==> config.mk <==
export PLATFORM = sky130hd
export DESIGN_NAME = ac_motor_pwm_bridge_flat
export DESIGN_NICKNAME = d
export VERILOG_FILES = /design/src/rtl/ac_motor_pwm_bridge_if.sv /design/src/rtl/ac_motor_pwm_bridge.sv /design/src/flat_wrapper.sv
export SDC_FILE = /design/constraint.sdc
export NUM_CORES = 1
export LEC_CHECK = 0
export ABC_AREA = 1
export CAP_MARGIN = 0
export CORE_UTILIZATION = 48
export CTS_CLUSTER_SIZE = 28
export DETAILED_ROUTE_END_ITERATION = 10
export PLACE_DENSITY = 0.89
export SLEW_MARGIN = 20
export SYNTH_ARGS = -nofsm -noshare
export SYNTH_HDL_FRONTEND = slang
export SYNTH_SLANG_ARGS = --single-unit
==> constraint.sdc <==
create_clock -name clk -period 2.1 [get_ports clk]
set_input_delay 0.42 -clock clk [delete_from_list [all_inputs] [get_ports clk]]
set_output_delay 0.42 -clock clk [all_outputs]
set_load 0.01 [all_outputs]
==> src/rtl/ac_motor_pwm_bridge_if.sv <==
// Generator-side inputs and gate-driver outputs of the H-bridge PWM stage.
interface ac_motor_pwm_bridge_if #(
  parameter int WIDTH = 25
);
  logic signed [WIDTH-1:0] triangle;
  logic signed [WIDTH-1:0] level;
  logic                    cw;
  logic                    ccw;
  logic                    lock;
  logic                    hi_a;
  logic                    lo_a;
  logic                    hi_b;
  logic                    lo_b;
  logic                    busy;
  logic                    fault;

  modport slave (
    input  triangle, level, cw, ccw, lock,
    output hi_a, lo_a, hi_b, lo_b, busy, fault
  );

  modport master (
    output triangle, level, cw, ccw, lock,
    input  hi_a, lo_a, hi_b, lo_b, busy, fault
  );
endinterface

==> src/rtl/ac_motor_pwm_bridge.sv <==
// Triangle-carrier comparator driving a single-phase H-bridge with per-leg dead time.
// Start is gated on a rising carrier zero crossing; any loss of direction drops all gates.

module ac_motor_pwm_leg #(
  parameter int DEAD_TIME = 50,
  parameter int DEAD_W    = 8
) (
  input  logic clk,
  input  logic reset,
  input  logic en,
  input  logic want,
  output logic hi,
  output logic lo
);
  localparam logic [DEAD_W-1:0] DT_MAX = DEAD_W'(DEAD_TIME);

  logic [DEAD_W-1:0] dt;
  logic [DEAD_W-1:0] dt_nxt;
  logic              prev;

  assign dt_nxt = (dt == DT_MAX) ? dt : dt + 1'b1;

  // Outside RUN the previous-desired tracks the input so RUN entry never counts as a toggle.
  always_ff @(posedge clk) begin
    if (reset || !en || (want != prev)) begin
      dt   <= '0;
      hi   <= 1'b0;
      lo   <= 1'b0;
      prev <= want;
    end else begin
      dt <= dt_nxt;
      hi <= want  && (dt_nxt == DT_MAX);
      lo <= !want && (dt_nxt == DT_MAX);
    end
  end
endmodule

module ac_motor_pwm_bridge #(
  parameter int WIDTH     = 25,
  parameter int DEAD_TIME = 50,
  parameter int DEAD_W    = 8
) (
  input  logic                  clk,
  input  logic                  reset,
  ac_motor_pwm_bridge_if.slave  bus
);
  localparam int NUM_LEGS = 2;

  typedef enum logic [1:0] {OFF, ARM, RUN} state_t;

  state_t                  state;
  logic                    dir_r;
  logic signed [WIDTH-1:0] tri_prev;
  logic                    busy_r;
  logic                    fault_r;

  logic                    dir_ok;
  logic                    hold;
  logic                    crossing;
  logic                    cmp;
  logic                    run_keep;
  logic [NUM_LEGS-1:0]     want;
  logic [NUM_LEGS-1:0]     hi;
  logic [NUM_LEGS-1:0]     lo;

  assign dir_ok   = bus.lock & (bus.cw ^ bus.ccw);
  assign hold     = dir_ok & (bus.ccw == dir_r);
  assign crossing = tri_prev[WIDTH-1] & ~bus.triangle[WIDTH-1];
  assign cmp      = $signed(bus.level) > $signed(bus.triangle);
  assign run_keep = (state == RUN) & hold;
  assign want[0]  = cmp ^ dir_r;
  assign want[1]  = ~want[0];

  always_ff @(posedge clk) begin
    if (reset) begin
      state    <= OFF;
      dir_r    <= 1'b0;
      tri_prev <= '0;
      busy_r   <= 1'b0;
      fault_r  <= 1'b0;
    end else begin
      tri_prev <= bus.triangle;
      fault_r  <= bus.cw & bus.ccw;
      case (state)
        OFF: if (dir_ok) begin
          state <= ARM;
          dir_r <= bus.ccw;
        end
        // Losing direction beats a coincident zero crossing.
        ARM: if (!hold) begin
          state <= OFF;
        end else if (crossing) begin
          state  <= RUN;
          busy_r <= 1'b1;
        end
        RUN: if (!hold) begin
          state  <= OFF;
          busy_r <= 1'b0;
        end
        default: begin
          state  <= OFF;
          busy_r <= 1'b0;
        end
      endcase
    end
  end

  for (genvar g = 0; g < NUM_LEGS; g++) begin : g_leg
    ac_motor_pwm_leg #(
      .DEAD_TIME (DEAD_TIME),
      .DEAD_W    (DEAD_W)
    ) u_leg (
      .clk   (clk),
      .reset (reset),
      .en    (run_keep),
      .want  (want[g]),
      .hi    (hi[g]),
      .lo    (lo[g])
    );
  end

  assign bus.hi_a  = hi[0];
  assign bus.lo_a  = lo[0];
  assign bus.hi_b  = hi[1];
  assign bus.lo_b  = lo[1];
  assign bus.busy  = busy_r;
  assign bus.fault = fault_r;
endmodule

==> src/flat_wrapper.sv <==
// flat-port wrapper written by rule: the top's interface ports become plain ports
module ac_motor_pwm_bridge_flat 
#(
  parameter int WIDTH     = 25,
  parameter int DEAD_TIME = 50,
  parameter int DEAD_W    = 8
)
  (clk, reset, bus_triangle, bus_level, bus_cw, bus_ccw, bus_lock, bus_hi_a, bus_lo_a, bus_hi_b, bus_lo_b, bus_busy, bus_fault);
  ac_motor_pwm_bridge_if #(.WIDTH(WIDTH)) bus_i ();
  input  logic clk;
  input  logic reset;
  input wire logic [$bits(bus_i.triangle)-1:0] bus_triangle;
  input wire logic [$bits(bus_i.level)-1:0] bus_level;
  input wire logic [$bits(bus_i.cw)-1:0] bus_cw;
  input wire logic [$bits(bus_i.ccw)-1:0] bus_ccw;
  input wire logic [$bits(bus_i.lock)-1:0] bus_lock;
  output wire logic [$bits(bus_i.hi_a)-1:0] bus_hi_a;
  output wire logic [$bits(bus_i.lo_a)-1:0] bus_lo_a;
  output wire logic [$bits(bus_i.hi_b)-1:0] bus_hi_b;
  output wire logic [$bits(bus_i.lo_b)-1:0] bus_lo_b;
  output wire logic [$bits(bus_i.busy)-1:0] bus_busy;
  output wire logic [$bits(bus_i.fault)-1:0] bus_fault;
  assign bus_i.triangle = bus_triangle;
  assign bus_i.level = bus_level;
  assign bus_i.cw = bus_cw;
  assign bus_i.ccw = bus_ccw;
  assign bus_i.lock = bus_lock;
  assign bus_hi_a = bus_i.hi_a;
  assign bus_lo_a = bus_i.lo_a;
  assign bus_hi_b = bus_i.hi_b;
  assign bus_lo_b = bus_i.lo_b;
  assign bus_busy = bus_i.busy;
  assign bus_fault = bus_i.fault;
  ac_motor_pwm_bridge #(.WIDTH(WIDTH), .DEAD_TIME(DEAD_TIME), .DEAD_W(DEAD_W)) u_core (.clk(clk), .reset(reset), .bus(bus_i));
endmodule
* After elaboration in Yosys (flattened, before gate mapping) *
Index checks and enable logic that the tools add are counted.

operators by class
  $add $sub $neg = 2
  magnitude comparators = 1
  equal/unequal tests = 14
  multiplexer cells = 11
  bitwise operators = 10
  reductions and logical operators = 13

operators by type and width
  cell                                                                   count
  8-bit by 6-bit equality test with 1-bit output, second input constant  4
  25-bit greater-than comparator                                         1
  8-bit by 1-bit adder with 8-bit output, second input constant          2
  8-bit 2-to-1 mux                                                       2
  2-bit 2-to-1 mux                                                       4
  2-bit by 1-bit != test with 1-bit output, second input constant        3
  2-bit one-hot mux with 3 select lines                                  1
  1-bit AND                                                              5
  1-bit logical AND                                                      4
  4-bit AND reduction                                                    1
  1-bit logical OR                                                       3
  1-bit 2-to-1 mux                                                       3
  3-bit != test, second input constant                                   1
  1-bit NOT                                                              3
  1-bit one-hot mux with 3 select lines                                  1
  3-bit AND reduction                                                    1
  2-bit by 1-bit equality test with 1-bit output, second input constant  1
  2-bit equality test, second input constant                             1
  1-bit zero test                                                        2
  2-bit zero test                                                        1
  1-bit != test                                                          2
  2-bit != test, second input constant                                   1
  2-bit AND reduction                                                    1
  1-bit XOR                                                              2
  1-bit equality test                                                    1

storage, ports and cells
  register bits = 52
  input port bits = 55
  word-level logic and storage cells = 64

* Longest topological paths before layout *
Gate-level depths: netlist of the first run.

  word-level depth = 7
  gate-level depth with buffers = 17

* Cells and area by module *
From an unflattened synthesis of the first run, not the netlist that was laid out.

second synthesis, totals
  cells, all modules = 317
  area, all modules = 2,074.5 µm²

by module, submodules not included
  module               instances  cells an instance  area each (µm²)  seq. area each (µm²)
  ac_motor_pwm_leg     2          75                 523.0            230.2
  ac_motor_pwm_bridge  1          167                1,028.5          120.1

* Worst setup path after synthesis of the first run *
No wires, ideal clock.

  path type = in2reg
  from = input bus_triangle[24]
  to = register u_core.g_leg[1].u_leg.prev (enable)
  setup time = 0.302 ns
  arrival = 1.696 ns
  required time = 1.798 ns
  setup slack = 0.102 ns
  cell stages on the path = 9
  buffers on the path = 0
  cells stage by stage = inv_1 -> ha_1 -> a21o_1 -> nor2_1 -> and2_1 -> nand4_1 -> nand3_1 -> nand3_2 -> nand3_4

between the ends
  word-level cells in the longest chain between the ends = 5

RTL lines
  what                            RTL line                   text
  start, declared                 flat_wrapper.sv:12         input wire logic [$bits(bus_i.triangle)-1:0] bus_triangle;
  25-bit greater-than comparator  ac_motor_pwm_bridge.sv:69  assign cmp = $signed(bus.level) > $signed(bus.triangle);
  1-bit XOR                       ac_motor_pwm_bridge.sv:71  assign want[0] = cmp ^ dir_r;
  1-bit NOT                       ac_motor_pwm_bridge.sv:72  assign want[1] = ~want[0];
  1-bit != test                   ac_motor_pwm_bridge.sv:25  if (reset || !en || (want != prev)) begin
  1-bit logical OR                ac_motor_pwm_bridge.sv:25
  end signal, assigned            ac_motor_pwm_bridge.sv:29  prev <= want;
  end, declared                   ac_motor_pwm_bridge.sv:19  logic prev;

Every way passes these cells.
A chain may end at the register's enable or synchronous reset.

* Final worst setup path of the first run *
  from = input bus_level[7]
  to = register u_core.g_leg[1].u_leg.dt[3]

between the ends
  word-level cells in the longest chain between the ends = 5

RTL lines
  what                            RTL line                   text
  start, declared                 flat_wrapper.sv:13         input wire logic [$bits(bus_i.level)-1:0] bus_level;
  25-bit greater-than comparator  ac_motor_pwm_bridge.sv:69
  1-bit XOR                       ac_motor_pwm_bridge.sv:71
  1-bit NOT                       ac_motor_pwm_bridge.sv:72
  1-bit != test                   ac_motor_pwm_bridge.sv:25
  1-bit logical OR                ac_motor_pwm_bridge.sv:25
  end signal, assigned            ac_motor_pwm_bridge.sv:31  dt <= dt_nxt;
  end, declared                   ac_motor_pwm_bridge.sv:17  logic [DEAD_W-1:0] dt;

Every way passes these cells.

==> impl_metrics.yaml, run 1 <==
routing:
  viasPerCell: 5.72
  wl_per_cell_um: 19.2
  firstDrtPassIters: 4
  routed_wl_um: 8060
  antenna_left: 0
  initialDrtViolationCount: 176
  drc: 0
  vias: 2401
sta:
  skew_ns: 0.00223
  fmax_ghz: 0.466
  finalCriticalPeriod_ns: 2.15
  whs_ns: 0.483
  finalCritPeriodShare_pct: 102
  final-setup-viol-count: 14
  slew_viol_final: 0
  hold_violations: 0
  relSlewSlack_pct: 73.8
  layout_setup_ws_ns: -0.0450
  worst_pin_slew_ns: 0.390
floorplanning:
  die_x_um: 67.6
  core_um2: 4060
  initial_core_util_pct: 51.0
  io_pins: 61
  die_h_um: 67.6
  rows: 23
  dieArea_um2: 4580
setup_path:
  cp.required_ns: 2.32
  worst_setup_path_end_kind: "register"
  arrival_ns: 2.37
  start_kind: "input port"
  path_max_fanout: 8
  critPathKind: "in -> reg"
cells_and_area:
  diodes: 0
  seqCellArea_um2: 581
  finalNonFillerCells: 420
  nets: 456
  n_fill_cell: 217
  syn_to_final_growth_pct: 61.4
  finish.instance_area_um2: 3340
  drive_gt1_share_pct: 50.5
  multi_input_area_um2: 1820
clocking:
  cts-hold-fix-buffers: 0
  cts_tree: "done"
  clk_path_buf_depth: 2
  cts_sinks: 28
  cts-root-buf: "clkbuf_8"
  h-tree-depth: 1
  insertion_delay_ns: 0.28
  cts_buffers: 3
  clk_pin_slew_ns: 0.09
power_and_ir_drop:
  p_int_uw: 1050
  swShare_pct: 31.5
  p_leak_uw: 0.00151
  combPwrFrac_pct: 35.0
  seq_power_share_pct: 37.2
  p_per_area_nw_per_um2: 461
  clock_power_share_pct: 27.8
  peakVddDrop_v: 0.000540
  p_switching_uw: 485
logic_synthesis:
  postSynthCellCount: 289
  syn_avg_cell_area_um2: 7.16
  synth-adder-area-share_pct: 18.1
  muxShareOfSynthArea_pct: 0
  netlist_area_um2: 2070
  synth_top_family_by_area: "simple AND/OR/NAND/NOR gates"
  synth_xor_area_share_pct: 5.08
  synth_compound_area_share_pct: 3.81
  yosysSeqAreaShare_pct: 28.1
  synth_nets: 374
  synth-simple-area-share_pct: 32.7
  ys_warn_count: 0
  ys_seq_elements: 28
  synth_cell_types: 28
global_routing:
  antenna_found_initial: 0
  track_usage_pct: 30.4
  grt_max_degree: 17
  grt_pass1_vias: 2323
  gr-total-overflow: 0
  grt_pass1_wl_um: 10100
placed_design:
  dp_slack_ns: -0.599
  io_buffers: 60
  gp_congestion: 0.822
  dpl.cell_count: 405
  place_hpwl_um: 3750
  dpl_cell_area_um2: 2780
hold_path:
  hold_class: "in -> reg"
status:
  violations: "setup timing"
  status: "finished with violations"
run:
  max_cap_viol_count: 0
kinds of logic (layout without fill, tap and decap cells):
group | after synthesis | in the layout
AO/OA/AOI/OAI | 14 | 14
flip-flops | 28 | 28
XOR/XNOR | 12 | 12
adder cells (fa/ha/maj) | 30 | 30
buffers and inverters | 64 | 145
AND/OR/NAND/NOR | 141 | 141
layout make-up:
class,instances,area share [%]
Clock inverter,1,0.900
Inverter,63,7.08
Tap cell,50,1.87
Sequential cell,28,17.4
Timing Repair Buffer,78,17.0
Multi-Input combinational cell,197,54.5
Clock buffer,3,1.24
timing repair:
action,CTS,global route
buffers inserted,2,9
endpoints found under the setup margin,24,24
resized for setup,116,154
pin swaps,37,75
worst max-delay path, cell delays in order:
cell and delay [ns]:
clkdlybuf4s15_1 0.24, ha_4 0.20, a21o_1 0.18, nor2_2 0.12
nand3_2 0.09, nand2_2 0.10, nand4_1 0.27, nand2_4 0.20
nand2_4 0.07, nand3_2 0.11, nand3_4 0.10, buf_12 0.16
nor2_1 0.09
metrics by stage:
stage / power, uW / TNS (ns) / util (%)
floorplan: 755 / 0 / -
global placement: 889 / -11.30 / 68.5
detailed placement: 903 / -13.10 / 68.5
CTS: 1380 / 0 / 77.4
global route: 1600 / -1.13 / 82.3
finish: 1540 / -0.212 / 82.3
final timing paths:
kind	startpoint	endpoint	slack, ns	depth (start not counted)
hold reg to reg	u_core.bus.busy	u_core.bus.busy	0.50	2
setup / recovery	bus_level[7]	u_core.g_leg[1].u_leg.dt[3]	-0.05	13
hold / removal	bus_triangle[24]	u_core.tri_prev[24]	0.48	4
setup reg to reg	u_core.g_leg[1].u_leg.dt[5]	u_core.g_leg[1].u_leg.lo	0.20	8
placed cells by master (no fill, tap or decap), types with 3 or more instances in the layout:
cell type | synthesis | routed
a21o_1 | 3 | 3
a21oi_1 | 9 | 5
a21oi_2 | 0 | 4
buf_4 | 0 | 14
buf_6 | 0 | 3
clkbuf_2 | 0 | 39
clkbuf_8 | 0 | 3
clkdlybuf4s15_1 | 0 | 7
clkdlybuf4s50_1 | 0 | 10
dfxtp_1 | 26 | 26
ha_1 | 30 | 7
ha_4 | 0 | 23
inv_1 | 61 | 34
inv_2 | 2 | 29
nand2_1 | 52 | 27
nand2_2 | 2 | 16
nand2_4 | 0 | 11
nand3_1 | 14 | 8
nand3_2 | 4 | 8
nand3_4 | 2 | 4
nand4_1 | 5 | 5
nor2_1 | 40 | 20
nor2_2 | 1 | 13
nor2_4 | 1 | 9
nor3_1 | 11 | 7
nor3_2 | 3 | 6
xor2_1 | 10 | 10
synth_stat cells (all sizes together):
cell type	instances	share of area, %
xor2	10	4.2
xnor2	2	0.85
nor4	2	0.60
nor2	42	8.1
ha	30	18
nand3	20	7.0
a21oi	9	2.2
dfxtp	26	25
edfxtp	2	2.9
buf	1	0.73
nor3	14	4.1
or2	1	0.30
o21ai	1	0.24
a21o	3	1.1
a31oi	1	0.30
inv	63	11
nand4	5	1.5
nor3b	1	0.36
nand3b	1	0.36
and2	1	0.30
nand2	54	10
power by group through the flow:
stage | registers (uW) | logic, uW | clock network [uW]
6_report | 572 | 539 | 427
5_1_grt | 573 | 573 | 455
4_1_cts | 565 | 390 | 425
3_5_place_dp | 576 | 326 | 0
3_3_place_gp | 575 | 314 | 0
2_1_floorplan | 574 | 181 | 0
per-layer routing:
| layer | up-vias | global-route usage (%) | routed length (um) |
|---|---|---|---|
| met5 | - | 0 | 0 |
| met4 | 0 | 19.1 | 721 |
| met3 | 77 | 5.91 | 537 |
| met2 | 148 | 57.3 | 4100 |
| met1 | 1111 | 29.9 | 2700 |
| li1 | 1065 | - | - |
state kept, by name, summed over array words and instances, names as in the netlist:
signal and flops:
u_core.g_leg.u_leg.lo 2, u_core.state 2, u_core.g_leg.u_leg.prev 2, u_core.g_leg.u_leg.hi 2
u_core.bus.busy 1, u_core.bus.fault 1, u_core.g_leg.u_leg.dt 16, u_core.tri_prev 1
u_core.dir_r 1
(Power assumes the default switching activity.)
==> inputs of run 2 (changes only) <==
Settings changed: PLACE_DENSITY 0.89 to 0.81.
==> impl_metrics.yaml, run 2 (synthesis results as in run 1) <==
status:
  status: "finished with violations"
  violations: "setup timing"
routing:
  initialDrtViolationCount: 118
  firstDrtPassIters: 4
  viasPerCell: 5.53
  routed_wl_um: 7500
  wl_per_cell_um: 17.9
  vias: 2313
  drc: 0
  antenna_left: 0
power_and_ir_drop:
  p_leak_uw: 0.00153
  peakVddDrop_v: 0.000539
  finalPower_uw: 1560
  p_per_area_nw_per_um2: 449
setup_path:
  critPathKind: "in -> reg"
  reg2reg_slack_ns: 0.17
  path_max_fanout: 8
  worstPathCellList: "clkdlybuf4s15_1, inv_2, ha_4, nand4_1, nor3_2, nand2_2, nand4_1, buf_4, nand3_4, nand3_4, nand3_4, buf_12, nor2_2"
  crit_buf_inv: 4
  arrival_ns: 2.56
  cp_slowest_cell: "nor3_2"
  cpLargestDelayFamily: "simple AND/OR/NAND/NOR gates"
  slowest_delay_ns: 0.36
  start_kind: "input port"
  cp.required_ns: 2.33
  timing.critical_path.mode_cell: "nand3_4"
  worst_setup_path_end_kind: "register"
clocking:
  cts_sinks: 28
  cts-root-buf: "clkbuf_8"
  clk_path_buf_depth: 2
  cts_tree: "done"
  h-tree-depth: 1
  insertion_delay_ns: 0.28
  cts_buffers: 3
  clk_pin_slew_ns: 0.09
sta:
  skew_ns: 0.00457
  final-setup-viol-count: 24
  worst_pin_slew_ns: 0.349
  layout_setup_ws_ns: -0.235
  slew_viol_final: 0
  finalCritPeriodShare_pct: 111
  fmax_ghz: 0.428
  relSlewSlack_pct: 76.6
  finalCriticalPeriod_ns: 2.33
  hold_violations: 0
cells_and_area:
  finish.instance_area_um2: 3460
  layout_common_cells: "inv_1, inv_2, dfxtp_1"
  top_register: "u_core.g_leg.u_leg.dt"
  layout_commonest_cell: "inv_1"
  drive_gt1_share_pct: 43.8
  syn_to_final_growth_pct: 67.5
  fin_util_pct: 85.4
  diodes: 0
  nets: 454
  n_fill_cell: 195
  largest_register_ffs: 16
global_routing:
  gr-total-overflow: 0
  grt_pass1_wl_um: 9310
  grt_pass1_vias: 2256
  antenna_found_initial: 0
  grt_max_degree: 17
  track_usage_pct: 27.1
placed_design:
  place_hpwl_um: 3630
  dpl_cell_area_um2: 2800
  gp_congestion: 0.795
  io_buffers: 60
  dp_slack_ns: -0.510
run:
  max_cap_viol_count: 0
floorplanning:
  die_x_um: 67.6
  initial_core_util_pct: 51.0
  die_h_um: 67.6
  core_um2: 4060
  dieArea_um2: 4580
  io_pins: 61
  rows: 23
hold_path:
  hold_class: "in -> reg"
-- run 2: cell count changes in the layout (fill, tap and decap cells not counted), sizes merged --
| cell | previous run | this run |
|---|---|---|
| dlygate4sd2 | 2 | 7 |
| clkbuf | 42 | 18 |
| clkdlybuf4s50 | 10 | 9 |
| clkdlybuf4s15 | 7 | 25 |
| buf | 18 | 16 |
| dlymetal6s2s | 2 | 4 |
-- run 2: layer usage --
layer / share of wire [%] / up-vias / GRT usage (%)
met2: 52 / 135 / 53.0
met3: 6.3 / 46 / 5.91
li1: - / 1066 / -
met5: 0 / - / 0
met4: 6.8 / 0 / 8.78
met1: 35 / 1066 / 27.9
-- run 2: final timing paths --
path                         start                           to  cells past startpoint
setup / recovery  bus_triangle[10]  u_core.g_leg[1].u_leg.dt[0]                     13
hold / removal    bus_triangle[24]          u_core.tri_prev[24]                      4
setup reg to reg      u_core.dir_r     u_core.g_leg[1].u_leg.lo                     10
hold reg to reg    u_core.bus.busy              u_core.bus.busy                      2
-- run 2: power by group --
part	internal (uW)	leakage, uW	switching [uW]
combinational	258	0.00126	295
sequential	552	0.000231	19.8
clock	256	0.0000357	174
-- run 2: worst register-to-register path, cell delays in order (launching register included) --
cell and delay (ns):
dfxtp_1 0.48, inv_2 0.13, nand2_1 0.09, inv_1 0.06, nor3_4 0.19, inv_1 0.09, nor2_2 0.12, inv_2 0.07
nor2_4 0.22, nand4_1 0.21, nor3_2 0.19
-- run 2: cell type report --
cell class	instances	area (um^2)	share of cell area, %
Timing Repair Buffer	76	679	19.6
Clock buffer	3	41.3	1.19
Sequential cell	28	581	16.8
Multi-Input combinational cell	197	1830	52.9
Inverter	63	239	6.90
Clock inverter	1	30.0	0.867
Tap cell	50	62.6	1.81
-- run 2: per-stage QoR --
stage,TNS [ns],hold slack (ns),instances
floorplan,0,0.466,289
global placement,-10.59,0.470,406
detailed placement,-10.87,0.472,406
CTS,0,0.491,414
global route,-4.88,0.488,418
finish,-4.35,0.500,418
-- run 2: timing repair --
item                                    4_1_cts  5_1_grt
buffers inserted                              4        4
hold buffers                                  0        0
gates resized for setup                     116      128
endpoints found under the hold margin         0        0
pin swaps                                    42       69
endpoints found under the setup margin       24       24
==> inputs of run 3 (changes only) <==
Settings changed: CORE_UTILIZATION 48 to 51, PLACE_DENSITY 0.81 to 0.85.
Clock period 2.1 ns to 2.9 ns, I/O delays scaled along.
==> impl_metrics.yaml, run 3 (synthesis results as in run 1) <==
sta:
  finalCritPeriodShare_pct: 86.3
  fmax_ghz: 0.400
  final-setup-viol-count: 0
  finalCriticalPeriod_ns: 2.50
  final.setup.tns_ns: 0
  rsz0062_at_grt: "no"
  hold_violations: 0
  slew_viol_final: 0
  relSlewSlack_pct: 73.9
  worst_pin_slew_ns: 0.390
  skew_ns: 0.00646
setup_path:
  arrival_ns: 2.49
  r2r_cells: 10
  r2r-end: "u_core.g_leg[1].u_leg.lo"
  cp.required_ns: 2.89
  worst_setup_path_end_kind: "register"
  reg2reg_slack_ns: 1.18
  path_max_fanout: 9
  start_kind: "input port"
  rr_startpoint: "u_core.dir_r"
  critPathKind: "in -> reg"
clocking:
  ctsResizeCount: 0
  cts_setup_buffers: 0
  clk_pin_slew_ns: 0.09
  insertion_delay_ns: 0.27
  cts-root-buf: "clkbuf_8"
  clk_path_buf_depth: 2
  h-tree-depth: 1
  cts_sinks: 28
  cts_buffers: 3
  cts-hold-fix-buffers: 0
  cts_tree: "done"
status:
  status: "finished, final reports clean"
cells_and_area:
  nets: 438
  diodes: 0
  n_fill_cell: 318
  top_register: "u_core.g_leg.u_leg.dt"
  largest_register_ffs: 16
  layout_common_cells: "inv_1, clkdlybuf4s50_1, nand2_1"
  drive_gt1_share_pct: 5.68
  finalNonFillerCells: 400
  layout_commonest_cell: "inv_1"
  syn_to_final_growth_pct: 34.7
floorplanning:
  dieArea_um2: 4310
  core_um2: 3770
  io_pins: 61
  die_h_um: 65.7
  initial_core_util_pct: 54.8
  rows: 22
  die_x_um: 65.7
run:
  max_cap_viol_count: 0
hold_path:
  hold_end: "u_core.bus.busy"
  hold_start: "u_core.bus.busy"
  worstHoldPathCells: 2
  hold_class: "reg -> reg"
routing:
  viasPerCell: 4.77
  wl_per_cell_um: 10.2
  vias: 1907
  firstDrtPassIters: 4
  routed_wl_um: 4090
  antenna_left: 0
  drc: 0
  initialDrtViolationCount: 66
global_routing:
  grt_pass1_wl_um: 7160
  grt_max_degree: 17
  antenna_found_initial: 0
  gr-total-overflow: 0
  track_usage_pct: 20.8
  grt_pass1_vias: 1878
power_and_ir_drop:
  p_leak_uw: 0.00131
  peakVddDrop_v: 0.000336
  p_per_area_nw_per_um2: 337
placed_design:
  gp_congestion: 0.859
  io_buffers: 60
  dpl.cell_count: 396
  place_hpwl_um: 3460
-- run 3: cell types whose count changed in the layout (fill, tap and decap cells not counted), sizes merged --
| cell | change |
|---|---|
| clkdlybuf4s50 | +51 |
| clkdlybuf4s15 | -25 |
| dlymetal6s2s | -4 |
| dlygate4sd2 | -7 |
| buf | -16 |
| clkbuf | -15 |
-- run 3: cell type report --
class	count	area, um^2	area share (%)
clock buffer	3	41.3	1.48
clock inverter	1	30.0	1.08
inverter	63	236	8.49
multi-input combinational	197	1240	44.4
sequential	28	581	20.8
tap	48	60.1	2.16
timing repair buffer	60	601	21.6
-- run 3: worst max-delay path by stage --
stage | from | endpoint | slack (ns) | cells past startpoint
after floorplan | bus_triangle[24] | u_core.g_leg[1].u_leg.prev | 0.74 | 9
after global placement | bus_triangle[24] | u_core.g_leg[1].u_leg.prev | 0.16 | 13
after detailed placement | bus_triangle[24] | u_core.g_leg[1].u_leg.prev | 0.1 | 13
after CTS | bus_triangle[24] | u_core.g_leg[1].u_leg.prev | 0.40 | 13
after global routing | bus_triangle[24] | u_core.g_leg[0].u_leg.prev | 0.24 | 13
final | bus_triangle[24] | u_core.g_leg[1].u_leg.prev | 0.40 | 13
-- run 3: where the power goes --
part	switching, uW	internal (uW)
clock	116	185
combinational	108	122
sequential	9.32	400
total	233	706
-- run 3: worst max-delay path, stage by stage --
cell             delay, ns
clkdlybuf4s50_1       0.45
inv_1                 0.07
ha_1                  0.34
nand2_1               0.10
nor2_2                0.11
nand2_1               0.09
nor3_2                0.11
nand2_1               0.09
nand3_1               0.07
nand2_1               0.09
nand3_1               0.16
nand3_2               0.12
nand3_4               0.13
-- run 3: layer usage --
metal  up-vias  GRT usage [%]  part of all wire [%]  wire length, um
met3         4           3.13                   3.5              143
met1       822           25.2                    48             1950
met2        47           38.3                    48             1970
met5         -              0                     0                0
met4         0           4.08                  0.51               21
li1       1034              -                     -                -
-- run 3: stage by stage --
step                setup WS (ns)  area, um^2  hold WS [ns]  total power [uW]  utilization [%]
finish                      0.398        2790         0.491               939             73.9
detailed placement         0.0967        2710         0.481               647             72.0
global placement            0.156        2710         0.475               641             72.0
global route                0.237        2790         0.541               996             73.9
floorplan                   0.742        2070         0.466               547                -
CTS                         0.400        2790         0.499               947             73.9
